==> src/rtl/glitch_pulse_sequencer_pkg.sv <==
// Shared types and polarity helper for the glitch pulse sequencer.
package glitch_pulse_sequencer_pkg;

   typedef enum logic [2:0] {
      StIdle,
      StArmed,
      StDelay,
      StPulse,
      StGap
   } state_t;

   // Drive level on the glitch enable for a given polarity and logical on/off.
   function automatic logic glitch_level(input bit active_low, input bit on);
      return on ^ active_low;
   endfunction

endpackage

==> src/rtl/glitch_pulse_sequencer_if.sv <==
// Host-side configuration, control and status bundle of the glitch pulse sequencer.
interface glitch_pulse_sequencer_if #(
   parameter int unsigned CNT_W = 32,
   parameter int unsigned NUM_W = 8
);
   logic [CNT_W-1:0] cfg_delay;
   logic [CNT_W-1:0] cfg_width;
   logic [CNT_W-1:0] cfg_gap;
   logic [NUM_W-1:0] cfg_count;
   logic             arm;
   logic             trigger;
   logic             abort;
   logic             glitch_o;
   logic             busy;
   logic             done;
   logic             cfg_err;
   logic [NUM_W-1:0] pulse_idx;

   modport master (
      output cfg_delay, cfg_width, cfg_gap, cfg_count, arm, trigger, abort,
      input  glitch_o, busy, done, cfg_err, pulse_idx
   );

   modport slave (
      input  cfg_delay, cfg_width, cfg_gap, cfg_count, arm, trigger, abort,
      output glitch_o, busy, done, cfg_err, pulse_idx
   );
endinterface

==> src/rtl/glitch_pulse_sequencer_counter.sv <==
// Loadable down-counter that saturates at zero; shared by the delay, pulse and gap phases.
module glitch_pulse_sequencer_counter #(
   parameter int unsigned W = 32
) (
   input  logic         clk,
   input  logic         reset,
   input  logic         load_i,
   input  logic [W-1:0] value_i,
   input  logic         dec_i,
   output logic         zero_o
);
   logic [W-1:0] cnt_q, cnt_d;

   always_comb begin
      cnt_d = cnt_q;
      if (load_i) begin
         cnt_d = value_i;
      end else if (dec_i && (cnt_q != '0)) begin
         cnt_d = cnt_q - W'(1);
      end
   end

   always_ff @(posedge clk) begin
      if (reset) begin
         cnt_q <= '0;
      end else begin
         cnt_q <= cnt_d;
      end
   end

   assign zero_o = (cnt_q == '0);
endmodule

==> src/rtl/glitch_pulse_sequencer.sv <==
// Programmable glitch-pulse sequencer: arm with a config snapshot, trigger, then emit
// COUNT pulses of WIDTH cycles after DELAY cycles, separated by GAP idle cycles.
module glitch_pulse_sequencer
   import glitch_pulse_sequencer_pkg::*;
#(
   parameter int unsigned CNT_W      = 32,
   parameter int unsigned NUM_W      = 8,
   parameter bit          ACTIVE_LOW = 1'b1
) (
   input logic                     clk,
   input logic                     reset,
   glitch_pulse_sequencer_if.slave bus_io
);
   localparam logic             GlitchOn  = glitch_level(ACTIVE_LOW, 1'b1);
   localparam logic             GlitchOff = glitch_level(ACTIVE_LOW, 1'b0);
   localparam logic [CNT_W-1:0] CntOne    = CNT_W'(1);
   localparam logic [NUM_W-1:0] NumOne    = NUM_W'(1);

   state_t           state_q;
   logic [CNT_W-1:0] delay_q, width_q, gap_q;
   logic [NUM_W-1:0] count_q, idx_q;
   logic             glitch_q, busy_q, done_q, cfg_err_q;

   logic             ctr_load, ctr_dec, ctr_zero;
   logic [CNT_W-1:0] ctr_value;
   logic             last_pulse;
   logic             cfg_bad;

   assign last_pulse = (idx_q == (count_q - NumOne));
   assign cfg_bad    = (bus_io.cfg_width == '0) || (bus_io.cfg_count == '0);

   // DELAY is entered on the trigger edge, so it spans delay_q+1 cycles ending at the pulse edge.
   always_comb begin
      ctr_load  = 1'b0;
      ctr_value = '0;
      ctr_dec   = 1'b0;
      if (bus_io.abort) begin
         ctr_load = 1'b1;
      end else begin
         unique case (state_q)
            StArmed: begin
               if (bus_io.trigger) begin
                  ctr_load  = 1'b1;
                  ctr_value = delay_q;
               end
            end
            StDelay, StGap: begin
               if (ctr_zero) begin
                  ctr_load  = 1'b1;
                  ctr_value = width_q - CntOne;
               end else begin
                  ctr_dec = 1'b1;
               end
            end
            StPulse: begin
               if (ctr_zero) begin
                  ctr_load  = !last_pulse;
                  ctr_value = gap_q - CntOne;
               end else begin
                  ctr_dec = 1'b1;
               end
            end
            default: ;
         endcase
      end
   end

   glitch_pulse_sequencer_counter #(
      .W (CNT_W)
   ) u_counter (
      .clk     (clk),
      .reset   (reset),
      .load_i  (ctr_load),
      .value_i (ctr_value),
      .dec_i   (ctr_dec),
      .zero_o  (ctr_zero)
   );

   always_ff @(posedge clk) begin
      if (reset) begin
         state_q   <= StIdle;
         delay_q   <= '0;
         width_q   <= '0;
         gap_q     <= '0;
         count_q   <= '0;
         idx_q     <= '0;
         glitch_q  <= GlitchOff;
         busy_q    <= 1'b0;
         done_q    <= 1'b0;
         cfg_err_q <= 1'b0;
      end else begin
         done_q    <= 1'b0;
         cfg_err_q <= 1'b0;
         if (bus_io.abort) begin
            state_q  <= StIdle;
            glitch_q <= GlitchOff;
            busy_q   <= 1'b0;
            idx_q    <= '0;
         end else begin
            unique case (state_q)
               StIdle: begin
                  if (bus_io.arm) begin
                     if (cfg_bad) begin
                        cfg_err_q <= 1'b1;
                     end else begin
                        delay_q <= bus_io.cfg_delay;
                        width_q <= bus_io.cfg_width;
                        gap_q   <= (bus_io.cfg_gap == '0) ? CntOne : bus_io.cfg_gap;
                        count_q <= bus_io.cfg_count;
                        state_q <= StArmed;
                        busy_q  <= 1'b1;
                     end
                  end
               end
               StArmed: begin
                  if (bus_io.trigger) begin
                     state_q <= StDelay;
                  end
               end
               StDelay: begin
                  if (ctr_zero) begin
                     state_q  <= StPulse;
                     glitch_q <= GlitchOn;
                  end
               end
               StPulse: begin
                  if (ctr_zero) begin
                     glitch_q <= GlitchOff;
                     if (last_pulse) begin
                        state_q <= StIdle;
                        done_q  <= 1'b1;
                        busy_q  <= 1'b0;
                        idx_q   <= '0;
                     end else begin
                        state_q <= StGap;
                     end
                  end
               end
               StGap: begin
                  if (ctr_zero) begin
                     state_q  <= StPulse;
                     glitch_q <= GlitchOn;
                     idx_q    <= idx_q + NumOne;
                  end
               end
               default: begin
                  state_q <= StIdle;
               end
            endcase
         end
      end
   end

   assign bus_io.glitch_o  = glitch_q;
   assign bus_io.busy      = busy_q;
   assign bus_io.done      = done_q;
   assign bus_io.cfg_err   = cfg_err_q;
   assign bus_io.pulse_idx = idx_q;
endmodule

==> src/flat_wrapper.sv <==
// flat-port wrapper written by rule: the top's interface ports become plain ports
module glitch_pulse_sequencer_flat import glitch_pulse_sequencer_pkg::*;
#(
   parameter int unsigned CNT_W      = 32,
   parameter int unsigned NUM_W      = 8,
   parameter bit          ACTIVE_LOW = 1'b1
)
  (clk, reset, bus_io_cfg_delay, bus_io_cfg_width, bus_io_cfg_gap, bus_io_cfg_count, bus_io_arm, bus_io_trigger, bus_io_abort, bus_io_glitch_o, bus_io_busy, bus_io_done, bus_io_cfg_err, bus_io_pulse_idx);
  glitch_pulse_sequencer_if #(.CNT_W(CNT_W), .NUM_W(NUM_W)) bus_io_i ();
  input logic clk;
  input logic reset;
  input wire logic [$bits(bus_io_i.cfg_delay)-1:0] bus_io_cfg_delay;
  input wire logic [$bits(bus_io_i.cfg_width)-1:0] bus_io_cfg_width;
  input wire logic [$bits(bus_io_i.cfg_gap)-1:0] bus_io_cfg_gap;
  input wire logic [$bits(bus_io_i.cfg_count)-1:0] bus_io_cfg_count;
  input wire logic [$bits(bus_io_i.arm)-1:0] bus_io_arm;
  input wire logic [$bits(bus_io_i.trigger)-1:0] bus_io_trigger;
  input wire logic [$bits(bus_io_i.abort)-1:0] bus_io_abort;
  output wire logic [$bits(bus_io_i.glitch_o)-1:0] bus_io_glitch_o;
  output wire logic [$bits(bus_io_i.busy)-1:0] bus_io_busy;
  output wire logic [$bits(bus_io_i.done)-1:0] bus_io_done;
  output wire logic [$bits(bus_io_i.cfg_err)-1:0] bus_io_cfg_err;
  output wire logic [$bits(bus_io_i.pulse_idx)-1:0] bus_io_pulse_idx;
  assign bus_io_i.cfg_delay = bus_io_cfg_delay;
  assign bus_io_i.cfg_width = bus_io_cfg_width;
  assign bus_io_i.cfg_gap = bus_io_cfg_gap;
  assign bus_io_i.cfg_count = bus_io_cfg_count;
  assign bus_io_i.arm = bus_io_arm;
  assign bus_io_i.trigger = bus_io_trigger;
  assign bus_io_i.abort = bus_io_abort;
  assign bus_io_glitch_o = bus_io_i.glitch_o;
  assign bus_io_busy = bus_io_i.busy;
  assign bus_io_done = bus_io_i.done;
  assign bus_io_cfg_err = bus_io_i.cfg_err;
  assign bus_io_pulse_idx = bus_io_i.pulse_idx;
  glitch_pulse_sequencer #(.CNT_W(CNT_W), .NUM_W(NUM_W), .ACTIVE_LOW(ACTIVE_LOW)) u_core (.clk(clk), .reset(reset), .bus_io(bus_io_i));
endmodule
==> config.mk <==
export PLATFORM = sky130hd
export DESIGN_NAME = glitch_pulse_sequencer_flat
export DESIGN_NICKNAME = d
export VERILOG_FILES = /design/src/rtl/glitch_pulse_sequencer_pkg.sv /design/src/rtl/glitch_pulse_sequencer_if.sv /design/src/rtl/glitch_pulse_sequencer_counter.sv /design/src/rtl/glitch_pulse_sequencer.sv /design/src/flat_wrapper.sv
export SDC_FILE = /design/constraint.sdc
export NUM_CORES = 1
export LEC_CHECK = 0
export ABC_CLOCK_PERIOD_IN_PS = 8000
export CORE_UTILIZATION = 45
export CTS_CLUSTER_DIAMETER = 120
export CTS_CLUSTER_SIZE = 40
export DETAILED_ROUTE_END_ITERATION = 8
export GPL_TIMING_DRIVEN = 1
export PLACE_DENSITY = 0.71
export SYNTH_ARGS = -nofsm -noshare
export SYNTH_HDL_FRONTEND = slang
export SYNTH_SLANG_ARGS = --single-unit
==> constraint.sdc <==
create_clock -name clk -period 8 [get_ports clk]
set_input_delay 1.6 -clock clk [delete_from_list [all_inputs] [get_ports clk]]
set_output_delay 1.6 -clock clk [all_outputs]
set_load 0.005 [all_outputs]
# ---- After elaboration in Yosys (flattened, before gate mapping)
# Cells that the tools add are included.
dict set report totals {
  ff_bits 151
  latch_bits 0
  mem_bits_rw 0
  romBits 0
  input_bits 109
  output_inout_bits 12
  elab_cells 94
  memories 0
}
dict set report op_classes {
  n_addsub 5
  multipliers 0
  div 0
  n_lt_le_gt_ge 0
  eq_ne 12
  shift 0
  muxes 37
  bitwise_logic 6
  n_reduce_logical 23
}
# cell count
set op_table {}
lappend op_table {{$mux W32} 7}
lappend op_table {{$logic_not A32 Y1} 3}
lappend op_table {{$pmux W32 S3} 1}
lappend op_table {{$sub A32 B1 Y32 const B} 3}
lappend op_table {{$reduce_bool A32 Y1} 1}
lappend op_table {{$mux W8} 3}
lappend op_table {{$mux W3} 6}
lappend op_table {{$pmux W8 S2} 1}
lappend op_table {{$mux W1} 15}
lappend op_table {{$pmux W3 S4} 1}
lappend op_table {{$reduce_and A5 Y1} 2}
lappend op_table {{$add A8 B1 Y8 const B} 1}
lappend op_table {{$eq A8 B8 Y1} 1}
lappend op_table {{$logic_not A8 Y1} 1}
lappend op_table {{$ne A2 B1 Y1 const B} 4}
lappend op_table {{$reduce_and A4 Y1} 2}
lappend op_table {{$reduce_bool A2 Y1} 4}
lappend op_table {{$reduce_or A4 Y1} 2}
lappend op_table {{$sub A8 B1 Y8 const B} 1}
lappend op_table {{$eq A3 B2 Y1 const B} 2}
lappend op_table {{$ne A2 B2 Y1 const B} 3}
lappend op_table {{$not A1 Y1} 6}
lappend op_table {{$pmux W1 S2} 2}
lappend op_table {{$reduce_or A2 Y1} 2}
lappend op_table {{9 further kinds} 9}

# ---- Logic depth before layout (Yosys ltp)
# Gate-level depths: netlist of run 1.
dict set report logic_depth {
  word_depth 7
  ltp_mapped 13
}

# ---- By module
# A second synthesis of run 1 with hierarchy kept.
dict set report unflattened {
  cells_unflattened 1123
  area_unflattened_um2 8584.5
}
# mod instances cells_per_inst area_each_um2 seq_area_each_um2
set modules_own_cells {}
lappend modules_own_cells {glitch_pulse_sequencer 1 877 6520.0 2382.3}
lappend modules_own_cells {glitch_pulse_sequencer_counter 1 246 2064.5 640.6}

# ---- Worst setup path before layout of run 1
# OpenSTA, ideal clock, no wires.
dict set report synth_path {
  kind {input to register}
  from {input port bus_io_cfg_width[27]}
  to {register u_core.count_q[0]}
  arrival_ps 3330
  path_slack_ps 4600
  stages 10
  n_path_buf 3
  path_cell_list {nor4_1 -> nand4_1 -> o21ai_0 -> nand2b_1 -> nand2b_1 -> clkbuf_1 -> clkbuf_1 -> clkbuf_1 -> nand2_1 -> a21oi_1}
}
dict set report synth_via {
  elab_chain_cells 4
}
# item line_no
set synth_lines {}
lappend synth_lines {{start, declared} flat_wrapper.sv:13} ;# input wire logic [$bits(bus_io_i.cfg_width)-1:0] bus_io_cfg_width;
lappend synth_lines {{$logic_not A32 Y1} glitch_pulse_sequencer.sv:30} ;# assign cfg_bad = (bus_io.cfg_width == '0) || (bus_io.cfg_count == '0);
lappend synth_lines {{$logic_or A1 B1 Y1} glitch_pulse_sequencer.sv:30}
lappend synth_lines {{$not A1 Y1 (no line)} --}
lappend synth_lines {{$reduce_and A4 Y1 (no line)} --}
lappend synth_lines {{end signal, assigned} glitch_pulse_sequencer.sv:109} ;# count_q <= bus_io.cfg_count;
lappend synth_lines {{end, declared} glitch_pulse_sequencer.sv:21} ;# logic [NUM_W-1:0] count_q, idx_q;
# Every way passes these cells.
# A chain may end at the register's enable or synchronous reset.

# ---- Worst setup path after layout of run 1
dict set report layout_path {
  from {input port bus_io_cfg_width[21]}
  to {register u_core.gap_q[0]}
}
dict set report layout_via {
  elab_chain_cells 4
}
# item line_no
set layout_lines {}
lappend layout_lines {{$logic_not A32 Y1} glitch_pulse_sequencer.sv:30}
lappend layout_lines {{$logic_or A1 B1 Y1} glitch_pulse_sequencer.sv:30}
lappend layout_lines {{$not A1 Y1 (no line)} --}
lappend layout_lines {{$reduce_and A4 Y1 (no line)} --}
lappend layout_lines {{end signal, assigned} glitch_pulse_sequencer.sv:108} ;# gap_q <= (bus_io.cfg_gap == '0) ? CntOne : bus_io.cfg_gap;
lappend layout_lines {{end, declared} glitch_pulse_sequencer.sv:20} ;# logic [CNT_W-1:0] delay_q, width_q, gap_q;
# Every way passes these cells.

==> summary.txt, run 1 <==
Clock tree
  • Hold buffer count at cts: 0
  • Root Driver: clkbuf_16
  • CTS Buffer Depth: 2
  • Clk sinks: 151
  • Register clock-pin slew on the reported worst setup and hold paths: ~0.070 ns
  • Setup bufs post-CTS: 0
  • Worst-skew pair later-pin latency: about 0.43 ns
  • Total number of H-tree levels: 4
  • Num CTS Buffers: 17
  • # resized after CTS: 0
  • CTS tree: done

Worst setup path
  • Arr. time, crit path: between 4 and 5 ns
  • Critical path class: input pin to register
  • Crit-path cells: clkdlybuf4s50_1 > nor4_1 > nand4_1 > o21ai_0 > nand2b_1 > nand2b_4 > nor3_1 > a211oi_1
  • Max stage delay cell, worst path: nand2b_4
  • Crit path max fanout: ~110
  • CP max stage delay: approximately 0.84 ns
  • Crit path capture type: register
  • CP Launch Type: input pin
  • Critical Path RT: roughly 8.3 ns
  • Worst R2R Path Depth: 11

Place
  • Port buffer count: between 100 and 150
  • GP Congestion: 0.907
  • Placement Setup Slack: between 3 and 4 ns
  • HPWL Detailed: 18400 um
  • Placed Instances: ~1500

Logic synthesis
  • Yosys reg bits: around 150
  • Yosys warning count: 0
  • Share of the synthesized area in the top cell type: 34.8%
  • Mapped Area: a little under 0.009 mm2
  • EDFF count, synth: 0
  • Most common flop cell mapped by yosys: dfxtp_1
  • Sequential fraction of the synthesis area: a little over a third
  • Synthesized instance count: about 1200
  • Synth unique cells: 66
  • Synth area leader: dfxtp_1
  • Syn_nets: ~1300
  • Post-synth ARST share: 0%
  • Mapped Avg Cell Area: ~7.4 um2
  • Largest cells by area after synthesis: dfxtp_1 (35%), nand2_1 (11%), a21oi_1 (7.0%)

Power and ir drop
  • Clock Power Share: a little over 20%
  • LEAKAGE: about 3.8 nW
  • Pwr dens: ~360 mW/mm2
  • Gate power share: 53.4%
  • Sequential fraction of design power: about a quarter
  • Net load switching power: approximately 1.6 mW
  • Sw frac: a little over two fifths
  • Final total power: between 3 and 4 mW
  • Int Pwr: 2.17 mW
  • Worst vdd ir: around 0.00021 V

Die
  • I/O pin count: 121
  • Die ar.: ~0.020 mm2
  • Die H: 141 um
  • Core area: 0.0188 mm2
  • Die W: around 140 um
  • Rows: 50
  • Starting Density: 46.1%

Timing
  • RSZ-0062 raised after global routing: false
  • Setup TNS: 0 ns
  • Period Utilization, post-route: between 50% and 60%
  • Final setup violation count: 0
  • Fmax: about 230 MHz
  • Clk_skew: 0.0113 ns
  • Worst Tran Pin Value: between 1 and 1.5 ns
  • Final worst setup slack: between 3 and 4 ns
  • Slew HR: 25.8%
  • Fin crit period: around 4.4 ns
  • Pins Over Slew Limit: 0
  • Final Hold Fails: 0

Routing
  • DRT antenna net count: 0
  • Drt pass-1 iters: 5
  • Routed wire length: 25100 um
  • Routed vias/inst: 5.67
  • DR iter-0 viols: 680
  • Post-DR wirelength/cell: between 15 and 20 um
  • DRC: 0
  • Total number of vias: ~8600

GRT
  • Grt ovf: 0
  • Largest net degree at the start of global routing: about 110
  • Initial antenna violation count: 0
  • Vias in the first global route: roughly 8000
  • GRT Util Overall: between 20% and 30%
  • First-pass GRT wire length: slightly above 40000 um

Finish
  • Nets@finish: around 1400
  • Antenna Cells: 0
  • Filler Cells Inserted: 1812
  • Syn-to-layout area delta: 21.5%
  • Layout cell share with drive strength beyond 1: 8.45%
  • Non-Filler Instances: 1514

Run
  • Max-cap check violation count: 0

Worst hold path
  • Hold Crit Class: register to register
  • Hold path depth: 2

Run status
  • Status: finished clean
## metal layers
| layer | global-route usage (%) | share of wire, % | vias up |
|---|---|---|---|
| met4 | 6.81 | 1.7 | 0 |
| met2 | 43.0 | 47 | 252 |
| met1 | 35.0 | 45 | 4040 |
| met5 | 0 | 0 | - |
| li1 | - | - | 4261 |
| met3 | 4.89 | 6.1 | 31 |
## metrics by stage
stage          hold WS [ns]  utilization [%]  cell area, um2
2_1_floorplan         0.436                -            8680
3_3_place_gp          0.442             53.0            9990
3_5_place_dp          0.448             53.0            9990
4_1_cts               0.457             56.0           10500
5_1_grt               0.477             56.0           10500
6_report              0.455             56.0           10500
## cell usage after synthesis, types with 3 or more instances
cell / count
nor2b_1: 7
nand3_1: 40
inv_1: 14
a31oi_1: 3
nand2b_1: 10
nor3_2: 3
or3_1: 12
nor4_1: 42
o21ai_1: 5
nor3b_1: 5
buf_4: 3
xnor2_1: 36
o21ai_0: 33
or4b_1: 3
o31ai_1: 4
buf_2: 5
a22oi_1: 22
xor2_1: 35
buf_6: 3
nand4_1: 16
a211oi_1: 4
buf_1: 6
clkbuf_1: 54
a21o_1: 4
nor4_2: 4
and2_1: 3
a22oi_2: 3
or2_2: 19
ha_1: 5
nand2_1: 254
a21oi_1: 121
a32oi_2: 22
and3_1: 8
nor3_1: 53
nor2_1: 102
nand3b_1: 5
dfxtp_1: 151
or4_1: 12
## worst max-delay path: cells and delay by family
kind / cells / cell delay [ns]
AO/OA/AOI/OAI: 2 / 0.55
buffers and inverters: 1 / 0.43
AND/OR/NAND/NOR: 5 / 2.08
## worst paths after layout
kind	to	slack (ns)	start
max	u_core.gap_q[0]	3.62	bus_io_cfg_width[21]
min	u_core.delay_q[26]	0.46	u_core.delay_q[26]
max reg2reg	u_core.u_counter.cnt_q[13]	4.08	u_core.u_counter.cnt_q[0]
min reg2reg	u_core.delay_q[26]	0.46	u_core.delay_q[26]
## power by group through the flow
stage / registers [mW] / logic [mW] / clock network (mW)
finish: 0.989 / 2.01 / 0.764
floorplan: 0.965 / 1.67 / 0
detailed placement: 1.00 / 1.99 / 0
global placement: 0.998 / 1.95 / 0
CTS: 0.985 / 2.01 / 0.774
global route: 1.01 / 2.23 / 0.812
## flip-flops by register name, summed over array words and instances, names as in the netlist
| signal | count |
|---|---|
| u_core.bus_io.glitch_o | 1 |
| u_core.bus_io.cfg_err | 1 |
| u_core.delay_q | 32 |
| u_core.bus_io.pulse_idx | 8 |
| u_core.bus_io.done | 1 |
| u_core.width_q | 32 |
| u_core.bus_io.busy | 1 |
| u_core.u_counter.cnt_q | 32 |
| u_core.state_q | 3 |
| u_core.gap_q | 32 |
| u_core.count_q | 8 |
## layout by cell type, fill, tap and decap left out, types with 35 or more instances in the layout
| cell type | count |
|---|---|
| xnor2_1 | 36 |
| clkdlybuf4s50_1 | 119 |
| nand2_1 | 254 |
| nor2_1 | 101 |
| dfxtp_1 | 151 |
| nand3_1 | 40 |
| xor2_1 | 35 |
| nor4_1 | 42 |
| nor3_1 | 52 |
| a21oi_1 | 121 |
## area by class of cell
type	count	area, um2	area share (%)
tap	260	325	3.09
clock buffer	19	443	4.20
timing repair buffer	127	1250	11.9
sequential	151	3020	28.7
inverter	14	52.6	0.498
multi-input combinational	930	5340	50.6
clock inverter	13	113	1.07
## cells by family (layout without fill, tap and decap cells)
group                      Yosys count  in the layout  synth area share (%)
AOI/OAI and AO/OA                  240            240                  18.9
DFF                                151            151                  34.8
adders and majority gates            5              5                 0.721
and+or+nand+nor                    613            613                  34.2
buffers and inverters               85            173                  4.14
xor gates and xnor gates            71             71                  7.16
muxes                                1              1                 0.115
Power figures use the tool's default switching activity.
==> run 2: changes to the inputs <==
--- a/config.mk
+++ b/config.mk
@@ -5,13 +5,13 @@
 export SDC_FILE = /design/constraint.sdc
 export NUM_CORES = 1
 export LEC_CHECK = 0
-export ABC_CLOCK_PERIOD_IN_PS = 8000
+export ABC_CLOCK_PERIOD_IN_PS = 3940
 export CORE_UTILIZATION = 45
 export CTS_CLUSTER_DIAMETER = 120
 export CTS_CLUSTER_SIZE = 40
 export DETAILED_ROUTE_END_ITERATION = 8
 export GPL_TIMING_DRIVEN = 1
-export PLACE_DENSITY = 0.71
+export PLACE_DENSITY = 0.73
 export SYNTH_ARGS = -nofsm -noshare
 export SYNTH_HDL_FRONTEND = slang
 export SYNTH_SLANG_ARGS = --single-unit
==> constraint.sdc (replaced) <==
create_clock -name clk -period 3.94 [get_ports clk]
set_input_delay 0.788 -clock clk [delete_from_list [all_inputs] [get_ports clk]]
set_output_delay 0.788 -clock clk [all_outputs]
set_load 0.005 [all_outputs]
==> run 2 against run 1 <==
  * Count of clock-buffer cells in the layout stayed put
  * Clock skew is 0.0017 ns higher
  * Global-route usage is 0.57 points higher
  * Critical path type is now register to register
  * Largest cell class unchanged
  * Largest power group unchanged
  * Highest routed layer unchanged
==> summary.txt, run 2 (synthesis results as in run 1) <==
Run status
  • Status: finished clean

Worst setup path
  • Reg2Reg Setup Slack: 0.51 ns (-3.57 ns)
  • Crit path capture type: register
  • Critical Path RT: 4.24 ns (-4.10 ns)
  • Arr. time, crit path: 3.73 ns (-0.99 ns)
  • R2r endpoint: u_core.u_counter.cnt_q[26]
  • Critical R2R Launch: u_core.u_counter.cnt_q[0]
  • Crit path max fanout: 30 (-71%)
  • CP Launch Type: register
  • Critical path class: register to register
  • Worst R2R Path Depth: 10 (-1)

GRT
  • Vias in the first global route: 8000 (+0.74%)
  • First-pass GRT wire length: 41400 um (+1.6%)
  • GRT Util Overall: 26.7% (+0.57 points)
  • Initial antenna violation count: 0 (unchanged)
  • Grt ovf: 0 (unchanged)
  • Largest net degree at the start of global routing: 120 (+13%)

Finish
  • Syn-to-layout area delta: 23.1%
  • Most frequent cells in the layout: nand2_1 (254), dfxtp_1 (151), a21oi_1 (121)
  • Nets@finish: 1366 (+0.81%)
  • Commonest non-fill, non-tap cell in the layout: nand2_1
  • Layout cell share with drive strength beyond 1: 9.18% (+0.72 points)
  • Footprint of the multi-input gates: 0.00534 mm2 (unchanged)
  • Filler Cells Inserted: 1743 (-3.8%)
  • Antenna Cells: 0 (unchanged)
  • Seq. cell area: 0.00302 mm2 (unchanged)

Clock tree
  • Register clock-pin slew on the reported worst setup and hold paths: 0.07 ns (about the same)
  • Worst-skew pair later-pin latency: 0.44 ns (about the same)
  • CTS tree: done
  • Hold buffer count at cts: 0 (unchanged)
  • Num CTS Buffers: 17 (unchanged)
  • Root Driver: clkbuf_16
  • CTS Buffer Depth: 2 (unchanged)
  • Setup bufs post-CTS: 0 (unchanged)
  • Clk sinks: 151 (unchanged)
  • # resized after CTS: 0 (unchanged)
  • Total number of H-tree levels: 4 (unchanged)

Timing
  • Final setup violation count: 0 (unchanged)
  • Slew HR: 46.5% (+21 points)
  • Worst Hold Slack: 0.460 ns (+0.00457 ns)
  • RSZ-0062 raised after global routing: false
  • Final Hold Fails: 0 (unchanged)
  • Clk_skew: 0.0131 ns (+0.00175 ns)
  • Period Utilization, post-route: about 87%
  • Final worst setup slack: 0.507 ns (-3.11 ns)
  • Worst Tran Pin Value: 0.795 ns (-0.318 ns)
  • Fmax: ~290 MHz
  • Pins Over Slew Limit: 0 (unchanged)
  • Setup TNS: 0 ns (unchanged)
  • Fin crit period: roughly 3.4 ns

Worst hold path
  • HP Start: u_core.delay_q[17]
  • Hold Path End: u_core.delay_q[17]
  • Hold Crit Class: register to register
  • Hold path depth: 2 (unchanged)

Routing
  • Top sig layer: met4
  • M1 wire length: 11300 um (about the same)
  • Routed vias/inst: 5.75 (+1.5%)
  • Drt pass-1 iters: 5 (unchanged)
  • Metal2 WL: 12100 um (+2.6%)
  • Routed wire length: 26100 um (+4.0%)
  • DRT antenna net count: 0 (unchanged)
  • Total number of vias: 8767 (+2.1%)
  • DRC: 0 (unchanged)
  • Post-DR wirelength/cell: 17.1 um (+3.3%)
  • Routed wl met3: 2030 um (+33%)
  • DR iter-0 viols: 729 (+7.2%)

Die
  • Rows: 50 (unchanged)
  • Die ar.: 0.0199 mm2 (unchanged)
  • I/O pin count: 121 (unchanged)
  • Die H: 141 um (unchanged)
  • Core area: 0.0188 mm2 (unchanged)
  • Die W: 141 um (unchanged)
  • Starting Density: 46.1% (unchanged)

Place
  • HPWL Detailed: 18800 um (+2.0%)
  • Placement Setup Slack: 0.347 ns (-2.85 ns)
  • GP Congestion: 0.927 (+2.2%)
  • Port buffer count: 120 (unchanged)

Power and ir drop
  • LEAKAGE: 3.84 nW (+2.2%)
  • Worst vdd ir: 0.000504 V (+140%)
  • Pwr dens: 733 mW/mm2 (+110%)

Run
  • Max-cap check violation count: 0 (unchanged)
## run 2: cell count changes in the layout (fill, tap and decap cells not counted), sizes merged
cell,change
buf,+11
bufinv,+1
clkinv,+2
clkinvlp,-2
inv,-2
## run 2: area by class of cell
type                            instances  area share (%)
Timing Repair Buffer                  138            13.0
Tap cell                              260            3.05
Clock inverter                         12            1.11
Clock buffer                           19            4.15
Inverter                               14           0.492
Multi-Input combinational cell        930            50.0
Sequential cell                       151            28.3
## run 2: how the worst max path moves through the flow
stage / start / to / slack [ns] / depth (start not counted)
2_1_floorplan: u_core.u_counter.cnt_q[0] / u_core.u_counter.cnt_q[26] / 0.82 / 12
3_3_place_gp: bus_io_cfg_width[26] / u_core.delay_q[29] / 0.38 / 9
3_5_place_dp: bus_io_cfg_width[26] / u_core.delay_q[24] / 0.35 / 9
4_1_cts: u_core.u_counter.cnt_q[0] / u_core.u_counter.cnt_q[19] / 0.52 / 10
5_1_grt: u_core.u_counter.cnt_q[0] / u_core.u_counter.cnt_q[8] / 0.32 / 10
6_report: u_core.u_counter.cnt_q[0] / u_core.u_counter.cnt_q[26] / 0.51 / 10
## run 2: power by group
group | switching [mW] | internal [mW] | total, mW
clock | 0.689 | 0.893 | 1.58
combinational | 2.31 | 1.92 | 4.23
sequential | 0.273 | 1.74 | 2.01
## run 2: routing by layer
metal / vias up / GRT usage (%)
met2: 323 / 42.9
met3: 45 / 6.25
met1: 4114 / 35.0
met5: - / 0
met4: 0 / 9.10
li1: 4285 / -
## run 2: metrics by stage
stage / power, mW / instances / area (um2) / utilization, %
global placement: 6.11 / 1493 / 10100 / 53.7
floorplan: 5.35 / 1166 / 8680 / -
global route: 8.34 / 1524 / 10700 / 56.7
finish: 7.83 / 1524 / 10700 / 56.7
CTS: 7.80 / 1524 / 10700 / 56.7
detailed placement: 6.19 / 1493 / 10100 / 53.7
## run 2: critical path, cell delays in order, from the launching register on
cell     delay [ns]
dfxtp_1        0.35
inv_1          0.07
ha_1           0.23
or4b_4         0.53
nor4_4         0.35
and2_1         0.18
or4b_1         0.53
a22o_1         0.28
or2_4          0.43
a32oi_2        0.26
nor3_2         0.06
==> run 3: changes to the inputs <==
--- a/config.mk
+++ b/config.mk
@@ -10,8 +10,9 @@
 export CTS_CLUSTER_DIAMETER = 120
 export CTS_CLUSTER_SIZE = 40
 export DETAILED_ROUTE_END_ITERATION = 8
+export DONT_BUFFER_PORTS = 1
 export GPL_TIMING_DRIVEN = 1
-export PLACE_DENSITY = 0.73
+export PLACE_DENSITY = 0.65
 export SYNTH_ARGS = -nofsm -noshare
 export SYNTH_HDL_FRONTEND = slang
 export SYNTH_SLANG_ARGS = --single-unit
==> run 3 against run 2 <==
  * Final cell count shrank 7.7%
  * Via count fell by 6.7%
  * Die area did not move
  * Total power is 1.9% lower
  * Highest routed layer unchanged
==> summary.txt, run 3 (synthesis results as in run 1) <==
Power and ir drop
  • Gate power share: 52.1% (-1.9 points)
  • Pwr dens: 808 mW/mm2 (+10%)
  • Net load switching power: 3.22 mW (-1.6%)
  • LEAKAGE: 3.38 nW (-12%)
  • Sw frac: 41.9% (+0.11 points)
  • Int Pwr: 4.46 mW (-2.1%)
  • Clock Power Share: 21.7% (+1.5 points)
  • Worst vdd ir: 0.000480 V (-4.9%)
  • Sequential fraction of design power: 26.2% (+0.5 points)

Timing
  • Fin crit period: 3.50 ns (+0.0665 ns)
  • Final setup violation count: 0 (unchanged)
  • Worst Tran Pin Value: 0.830 ns (+0.0347 ns)
  • Period Utilization, post-route: 88.8% (+1.7 points)
  • Fmax: 286 MHz (-1.9%)
  • Slew HR: 44.2% (-2.3 points)
  • Setup TNS: 0 ns (unchanged)
  • Pins Over Slew Limit: 0 (unchanged)
  • RSZ-0062 raised after global routing: false
  • Final Hold Fails: 0 (unchanged)
  • Clk_skew: 0.00644 ns (-0.00663 ns)

Worst setup path
  • Arr. time, crit path: 3.82 ns (+0.09 ns)
  • CP Launch Type: register
  • Critical path class: register to register
  • Worst R2R Path Depth: 10 (unchanged)
  • Buf/Inv on CP: 1 (unchanged)
  • Largest delay contributor family on the critical path: simple AND/OR/NAND/NOR gates
  • CP max stage delay: 0.53 ns (about the same)
  • CP Depth: 10 (unchanged)
  • Max stage delay cell, worst path: or4b_4
  • Critical Path RT: 4.26 ns (+0.02 ns)
  • Crit-path cells: inv_1 > ha_1 > or4b_4 > nor4_4 > and2_1 > or4b_1 > a22o_1 > or2_4 > a32oi_2 > nor3_2
  • Crit path capture type: register
  • Crit path max fanout: 30 (unchanged)

GRT
  • Largest net degree at the start of global routing: 139 (+16%)
  • First-pass GRT wire length: 39400 um (-4.9%)
  • Grt ovf: 0 (unchanged)
  • Initial antenna violation count: 0 (unchanged)
  • GRT Util Overall: 25.4% (-1.2 points)
  • Vias in the first global route: 7482 (-6.5%)

Die
  • Starting Density: 46.1% (unchanged)
  • Die H: 141 um (unchanged)
  • Die ar.: 0.0199 mm2 (unchanged)
  • Core area: 0.0188 mm2 (unchanged)
  • I/O pin count: 121 (unchanged)
  • Rows: 50 (unchanged)
  • Die W: 141 um (unchanged)

Finish
  • Commonest non-fill, non-tap cell in the layout: nand2_1
  • Nets@finish: 1247 (-8.7%)
  • Layout cell share with drive strength beyond 1: 10.4% (+1.2 points)
  • Syn-to-layout area delta: 9.46%
  • Most frequent cells in the layout: nand2_1 (254), dfxtp_1 (151), a21oi_1 (121)
  • Antenna Cells: 0 (unchanged)
  • Non-Filler Instances: 1406 (-7.7%)
  • Filler Cells Inserted: 1902 (+9.1%)

Clock tree
  • Clk sinks: 151 (unchanged)
  • # resized after CTS: 0 (unchanged)
  • CTS Buffer Depth: 2 (unchanged)
  • Worst-skew pair later-pin latency: 0.43 ns (about the same)
  • Num CTS Buffers: 17 (unchanged)
  • Total number of H-tree levels: 4 (unchanged)
  • Root Driver: clkbuf_16
  • Setup bufs post-CTS: 0 (unchanged)
  • Register clock-pin slew on the reported worst setup and hold paths: 0.07 ns (about the same)
  • CTS tree: done
  • Hold buffer count at cts: 0 (unchanged)

Routing
  • Drt pass-1 iters: 6 (+1)
  • DR iter-0 viols: 634 (-13%)
  • Routed wl met3: 1420 um (-30%)
  • Post-DR wirelength/cell: 17.8 um (+4.0%)
  • Routed vias/inst: 5.82 (+1.1%)
  • DRC: 0 (unchanged)
  • Metal2 WL: 11600 um (-4.3%)
  • Total number of vias: 8180 (-6.7%)
  • M1 wire length: 11500 um (+1.5%)
  • DRT antenna net count: 0 (unchanged)
  • Top sig layer: met4
  • Routed wire length: 25000 um (-4.0%)

Place
  • Port buffer count: 0 (-100%)
  • Placed Instances: 1374 (-8.0%)
  • HPWL Detailed: 18400 um (-2.2%)
  • GP Congestion: 0.867 (-6.5%)

Run status
  • Status: finished clean

Worst hold path
  • Hold path depth: 1 (-1)
  • Hold Crit Class: input pin to register

Run
  • Max-cap check violation count: 0 (unchanged)
run 3: per-stage QoR:
stage | area (um2) | setup slack [ns] | hold WS (ns) | power, mW | util (%)
finish | 9500 | 0.440 | 0.449 | 7.68 | 50.5
global route | 9500 | 0.243 | 0.443 | 8.21 | 50.5
detailed placement | 8910 | 0.492 | 0.444 | 6.01 | 47.3
CTS | 9500 | 0.467 | 0.419 | 7.68 | 50.5
global placement | 8910 | 0.584 | 0.437 | 5.92 | 47.3
floorplan | 8680 | 0.817 | 0.436 | 5.35 | -
run 3: final cells by class:
cell class	count	area, um2	share of cell area, %
Tap cell	260	325	3.42
Inverter	14	52.6	0.553
Multi-Input combinational cell	930	5340	56.2
Clock buffer	17	425	4.48
Sequential cell	151	3020	31.8
Clock inverter	15	166	1.75
Timing Repair Buffer	19	168	1.76
run 3: final timing paths:
check / slack [ns] / startpoint / to
min: 0.45 / reset / u_core.delay_q[13]
min reg2reg: 0.46 / u_core.delay_q[26] / u_core.delay_q[26]
max reg2reg: 0.44 / u_core.u_counter.cnt_q[0] / u_core.u_counter.cnt_q[29]
max: 0.44 / u_core.u_counter.cnt_q[0] / u_core.u_counter.cnt_q[29]
run 3: routing by layer:
| layer | up-vias | track usage (%) |
|---|---|---|
| li1 | 4045 | - |
| met1 | 3876 | 34.6 |
| met2 | 227 | 40.1 |
| met3 | 32 | 4.52 |
| met4 | 0 | 9.73 |
| met5 | - | 0 |
run 3: power groups by stage:
stage	sequential [mW]	combinational, mW	clock [mW]
3_5_place_dp	2.04	3.97	0
4_1_cts	2.00	3.99	1.68
3_3_place_gp	2.03	3.89	0
5_1_grt	2.05	4.41	1.75
6_report	2.01	4.00	1.66
2_1_floorplan	1.96	3.39	0
